<file path="src/rtl/register_file_16x32.sv">
// register_file_16x32: R0-R14 storage with R15 mapped to PC_in, three bypassed read ports,
// write-back plus link-register write, and a sticky flag for attempted R15 writes.
module register_file_16x32 #(
    parameter int                 DATA_W    = 32,
    parameter logic [DATA_W-1:0]  RESET_VAL = '0
) (
    input  logic              Clk,
    input  logic              Reset,
    input  logic [3:0]        RA,
    input  logic [3:0]        RB,
    input  logic [3:0]        RD,
    output logic [DATA_W-1:0] PA,
    output logic [DATA_W-1:0] PB,
    output logic [DATA_W-1:0] PD,
    input  logic [DATA_W-1:0] PC_in,
    input  logic              WB_RF_enable,
    input  logic [3:0]        WB_addr,
    input  logic [DATA_W-1:0] WB_data,
    input  logic              LR_enable,
    input  logic [DATA_W-1:0] LR_data,
    output logic              R15_write_err
);
    logic [DATA_W-1:0] r_regs [0:14];
    logic [3:0]        w_addr [0:2];
    logic [DATA_W-1:0] w_rd   [0:2];
    logic              w_wb_ok;

    assign w_wb_ok = WB_RF_enable && (WB_addr != 4'd15);
    assign w_addr[0] = RA;
    assign w_addr[1] = RB;
    assign w_addr[2] = RD;

    // LR bypass is checked before WB so the younger link write wins on R14
    for (genvar g = 0; g < 3; g++) begin : g_rd
        assign w_rd[g] = (w_addr[g] == 4'd15)                   ? PC_in   :
                         (LR_enable && w_addr[g] == 4'd14)      ? LR_data :
                         (w_wb_ok && w_addr[g] == WB_addr)      ? WB_data :
                                                                  r_regs[w_addr[g]];
    end

    assign PA = w_rd[0];
    assign PB = w_rd[1];
    assign PD = w_rd[2];

    always_ff @(posedge Clk) begin
        if (Reset) begin
            for (int i = 0; i < 15; i++) r_regs[i] <= RESET_VAL;
            R15_write_err <= 1'b0;
        end else begin
            if (w_wb_ok) r_regs[WB_addr] <= WB_data;
            if (LR_enable) r_regs[14] <= LR_data;
            if (WB_RF_enable && WB_addr == 4'd15) R15_write_err <= 1'b1;
        end
    end
endmodule

</file>
<file path="config.mk">
export PLATFORM = sky130hd
export DESIGN_NAME = register_file_16x32
export DESIGN_NICKNAME = d
export VERILOG_FILES = /design/src/rtl/register_file_16x32.sv
export SDC_FILE = /design/constraint.sdc
export NUM_CORES = 1
export LEC_CHECK = 0
export CORE_UTILIZATION = 35
export CTS_BUF_LIST = sky130_fd_sc_hd__clkbuf_8 sky130_fd_sc_hd__clkbuf_16
export DETAILED_ROUTE_END_ITERATION = 8
export GPL_ROUTABILITY_DRIVEN = 0
export GPL_TIMING_DRIVEN = 1
export MAX_ROUTING_LAYER = met4
export SLEW_MARGIN = 10
export SYNTH_ARGS = -nofsm -noshare
export SYNTH_HDL_FRONTEND = slang
export SYNTH_SLANG_ARGS = --single-unit
</file>
<file path="constraint.sdc">
create_clock -name Clk -period 5 [get_ports Clk]
set_input_delay 1.25 -clock Clk [delete_from_list [all_inputs] [get_ports Clk]]
set_output_delay 1.25 -clock Clk [all_outputs]
set_load 0.05 [all_outputs]
</file>
Word level (Yosys, flattened, before mapping)

Memories as Yosys holds them, arrays and structs flattened.
Index checks and enable logic that the tools add are counted.
Widths: inputs -> output; s select.

Word-level logic and storage cells: 48
Register bits: 1
Output and inout bits: 97
Memories: 1
RAM bits: 480
Input bits: 116

Memories:

| memory | words | width | read ports | clocked after Yosys merged registers in | wr ports | RTL line | source |
|---|---|---|---|---|---|---|---|
| r_regs | 15    | 32    | 3          | 0                                       | 15       | 23       | `logic [DATA_W-1:0] r_regs [0:14];` |

Muxes and demuxes: 21
Eq/ne operators: 12
Bitwise operators: 4
Reductions and logical operators: 9

Operators by type and width:

| operator           | count |
|---|---|
| $mux 32            | 11 |
| $eq 4x4->1 const B | 8 |
| $reduce_or 32->1   | 1 |
| $eq 4x4->1         | 3 |
| $mux 1             | 9 |
| $logic_and 1x1->1  | 8 |
| $mux 4             | 1 |
| $ne 4x4->1 const B | 1 |
| $and 1x1->1        | 2 |
| $not 1->1          | 1 |
| $or 1x1->1         | 1 |

Logic depth before layout (Yosys ltp)

Word-level depth: 8
Mapped depth: 8
Depth with buffers taken out: 5

Least setup slack after synthesis

No wires, ideal clock.

Kind: input to output
Start point: input port RB[2]
End point: output port PB[30]
Cell stages on the path: 6
Data required time: 3.750 ns
Setup slack: -0.763 ns
Data arrival time: 4.513 ns
Buffers on the path: 3
Cells stage by stage: and2_1 -> buf_2 -> and3_1 -> clkbuf_1 -> clkbuf_1 -> a2111oi_0

Cells in the longest elaborated chain, start to end: 5
Elaborated cells on any way between the ends: 9

RTL lines:

| what                                                  | RTL line | source |
|---|---|---|
| start: declaration                                    | 10       | `input logic [3:0] RB,` |
| branches (longest 4 deep; another with $mem_v2 15x32) | n/a      |  |
| $mux 32 (*)                                           | 35       | `assign w_rd[g] = (w_addr[g] == 4'd15) ? PC_in :` |
| end: declaration                                      | 13       | `output logic [DATA_W-1:0] PB,` |

Every way passes the cells marked *.

Worst setup path in the final report

Start point: input port LR_enable
End point: output port PA[23]

Cells in the longest elaborated chain, start to end: 3

RTL lines:

| what               | RTL line | source |
|---|---|---|
| start: declaration | 19       | `input logic LR_enable,` |
| $logic_and 1x1->1  | 36       | `(LR_enable && w_addr[g] == 4'd14) ? LR_data :` |
| $mux 32            | 36       |  |
| $mux 32            | 35       |  |
| end: declaration   | 12       | `output logic [DATA_W-1:0] PA,` |

No other way between the ends.

==> impl_metrics.csv <==
group,metric,value,unit
logic_synthesis,yosysWarnings,0,
pwr,p_leak,13.1,nW
clock_network,cts_tree,"yes",
timing,hold_viol,0,
logic_synthesis,synth_cell_types,49,
final_layout,fin_nets,2698,
drt,first_iter_violations,4429,
logic_synthesis,syn_area,32900,sq um
clock_network,ctsHoldBuffers,0,
worst_setup_path,critPathLaunchType,"primary input",
logic_synthesis,synth-seq-cells,513,
drt,wl_per_cell,33.9,um
worst_setup_path,r2r_setup_slack,4.41,ns
logic_synthesis,synthCells,2449,
logic_synthesis,synth_top_area_share,46.7,%
timing,period_share,99.7,%
timing,finalMaxSlewViolations,0,
floorplan,die_w,309,um
place,placed_cell_area,38200,sq um
job,cap_violations,0,
clock_network,clkLatencyLatePin,0.62,ns
logic_synthesis,syn-mean-instance-area,13.4,sq um
global_routing,grt_pass1_vias,26552,
worst_setup_path,rr_endpoint,"R15_write_err",
global_routing,grt_antenna_before_repair,6,
timing,finClkSkew,0,ns
worst_setup_path,r2r_cells,2,
clock_network,cts_buffer_depth,3,
place,dpl_worst_slack,-0.00474,ns
timing,max_freq,201,MHz
place,placed_cells_incl_taps,3779,
final_layout,regArea,15400,sq um
place,portBuffers,212,
timing,relSlewSlack,29.5,%
worst_setup_path,required,3.75,ns
floorplan,die_area,95200,sq um
final_layout,stdcell_count,3881,
floorplan,core,93200,sq um
place,hpwl,82600,um
timing,finalCriticalPeriod,4.98,ns
pwr,power.density,313,nW/um^2
global_routing,grt_max_degree,84,
drt,num_vias,26949,
final_layout,final_common_cell,"edfxtp_1",
drt,drc_errors,0,
clock_network,clock-root-buffer,"clkbuf_16",
drt,postRouteWirelength,132000,um
worst_setup_path,cp_max_fo,9,
drt,ant_nets,0,
timing,setup_slack,0.0172,ns
global_routing,grt.total_usage,28.0,%
final_layout,synthToLayoutAreaGrowth,21.3,%
final_layout,post-route-util,42.8,%
clock_network,htreeDepth,2,
global_routing,globalRouteOverflowTotal,0,
final_layout,drive_above_1_share,30.2,%
pwr,max-vdd-ir-drop,0.219,mV
final_layout,final_cell_area,39900,sq um
worst_setup_path,end_kind,"output pin",
floorplan,rows,112,
clock_network,path_clk_slew,0.06,ns
drt,drtPass1Iterations,6,
outcome,run_status,"finished clean",
floorplan,start_util,35.3,%
min_path,worstHoldStart,"R15_write_err",
logic_synthesis,async_reset_ff_share,0,%
final_layout,fillers,8309,
logic_synthesis,synth_ff_type,"edfxtp_1",
logic_synthesis,synth_top_cell_by_area,"edfxtp_1",
timing,setup_viol,0,
min_path,hold_path_depth,2,
worst_setup_path,crit_arrival,3.73,ns
min_path,holdPathEnd,"R15_write_err",
logic_synthesis,synth.area.top_cells,"edfxtp_1 47%, mux4_2 22%, nor3_1 4.8%",
clock_network,cts_buffers,55,
final_layout,multi_input_area,16200,sq um
min_path,hold_class,"flop to flop",
timing,worstMarginPinSlew,1.06,ns
floorplan,dieHeight,309,um
drt,vias_per_cell,6.94,
final_layout,mostFrequentLayoutCells,"512 x edfxtp_1, 326 x mux4_2, 316 x nor3_1, 141 x buf_12, 131 x a22o_1",
worst_setup_path,reg2reg_from,"R15_write_err",
floorplan,num_io_pins,213,
worst_setup_path,worstSetupPathType,"primary input to output pin",
logic_synthesis,synth-seq-area-share,46.8,%
global_routing,grt_pass1_wl,188000,um
clock_network,cts_sinks,513,
timing,rsz0062_at_grt,"false",
logic_synthesis,synth_edf_count,512,
## cells in the mapped netlist (all sizes together), types with 15 or more instances
library cell	instances
edfxtp	512
mux4	326
nor3	317
clkbuf	226
a22o	131
nor4	125
buf	113
a22oi	96
mux2	61
a221o	58
nor2	57
mux2i	55
nand2	39
nor2b	36
o21ai	35
inv	34
a222oi	32
o211ai	30
a211o	27
a211oi	27
o22ai	27
and2	18
or2	15
## where the power goes
part | switching, mW | leakage [nW] | internal (mW) | total (mW)
clock | 1.79 | 0.872 | 2.19 | 3.98
combinational | 1.85 | 7.29 | 1.45 | 3.30
sequential | 0.202 | 4.94 | 5.01 | 5.21
total | 3.84 | 13.1 | 8.65 | 12.5
## stage by stage
step           power, mW  hold WS (ns)  setup TNS (ns)
2_1_floorplan       7.04         0.723               0
3_3_place_gp        8.48         0.464         -0.0358
3_5_place_dp        8.54         0.477        -0.00474
4_1_cts             12.4         0.494               0
5_1_grt             12.7         0.539               0
6_report            12.5         0.487               0
## logic make-up after synthesis
family	count (synthesis)	synth area share, %
muxes	442	26.1
DFF	513	46.8
xor gates and xnor gates	12	0.319
AOI/OAI and AO/OA	478	11.8
and+or+nand+nor	630	10.1
other	1	0.0114
buffers and inverters	373	4.87
## per-layer routing
layer	global-route usage [%]	wire [um]	vias to the layer above
met4	13.4	6510	0
li1	-	-	10598
met5	-	0	-
met2	40.8	59000	2327
met1	35.9	48100	13626
met3	7.99	18100	398
## timing repair
item / 4_1_cts / 5_1_grt
endpoints found under the setup margin: 0 / 2
buffers inserted: 0 / 0
gates resized for setup: 0 / 1
hold endpoints to repair: 0 / 0
## critical path, cell delays in order
cell and delay, ns:
clkdlybuf4s50_1 0.69, buf_4 0.21, and4b_2 0.62, buf_4 0.34
a222oi_1 0.09, o21ai_0 0.29, buf_12 0.22
## sequential cells by signal, indices dropped and copies added, names as in the netlist
signal,flops
R15_write_err,1
r_regs,512
## final cells by class
cell class	count	share of cell area, %
multi-input cells	1594	40.6
flip-flops and latches	513	38.6
repair buffers	384	12.4
well taps	1254	3.93
clock buffers	55	3.45
clock inverters	43	0.771
inverters	34	0.320
diodes	4	0.0251
## worst max path at each step
stage	from	cells after the start	endpoint
after global routing	LR_enable	7	PA[23]
after CTS	RD[0]	9	PD[3]
after floorplan	RD[1]	8	PD[30]
final	LR_enable	7	PA[23]
after detailed placement	RD[0]	9	PD[3]
after global placement	RD[0]	9	PD[3]
No activity file was read; power rests on OpenSTA's default activity.
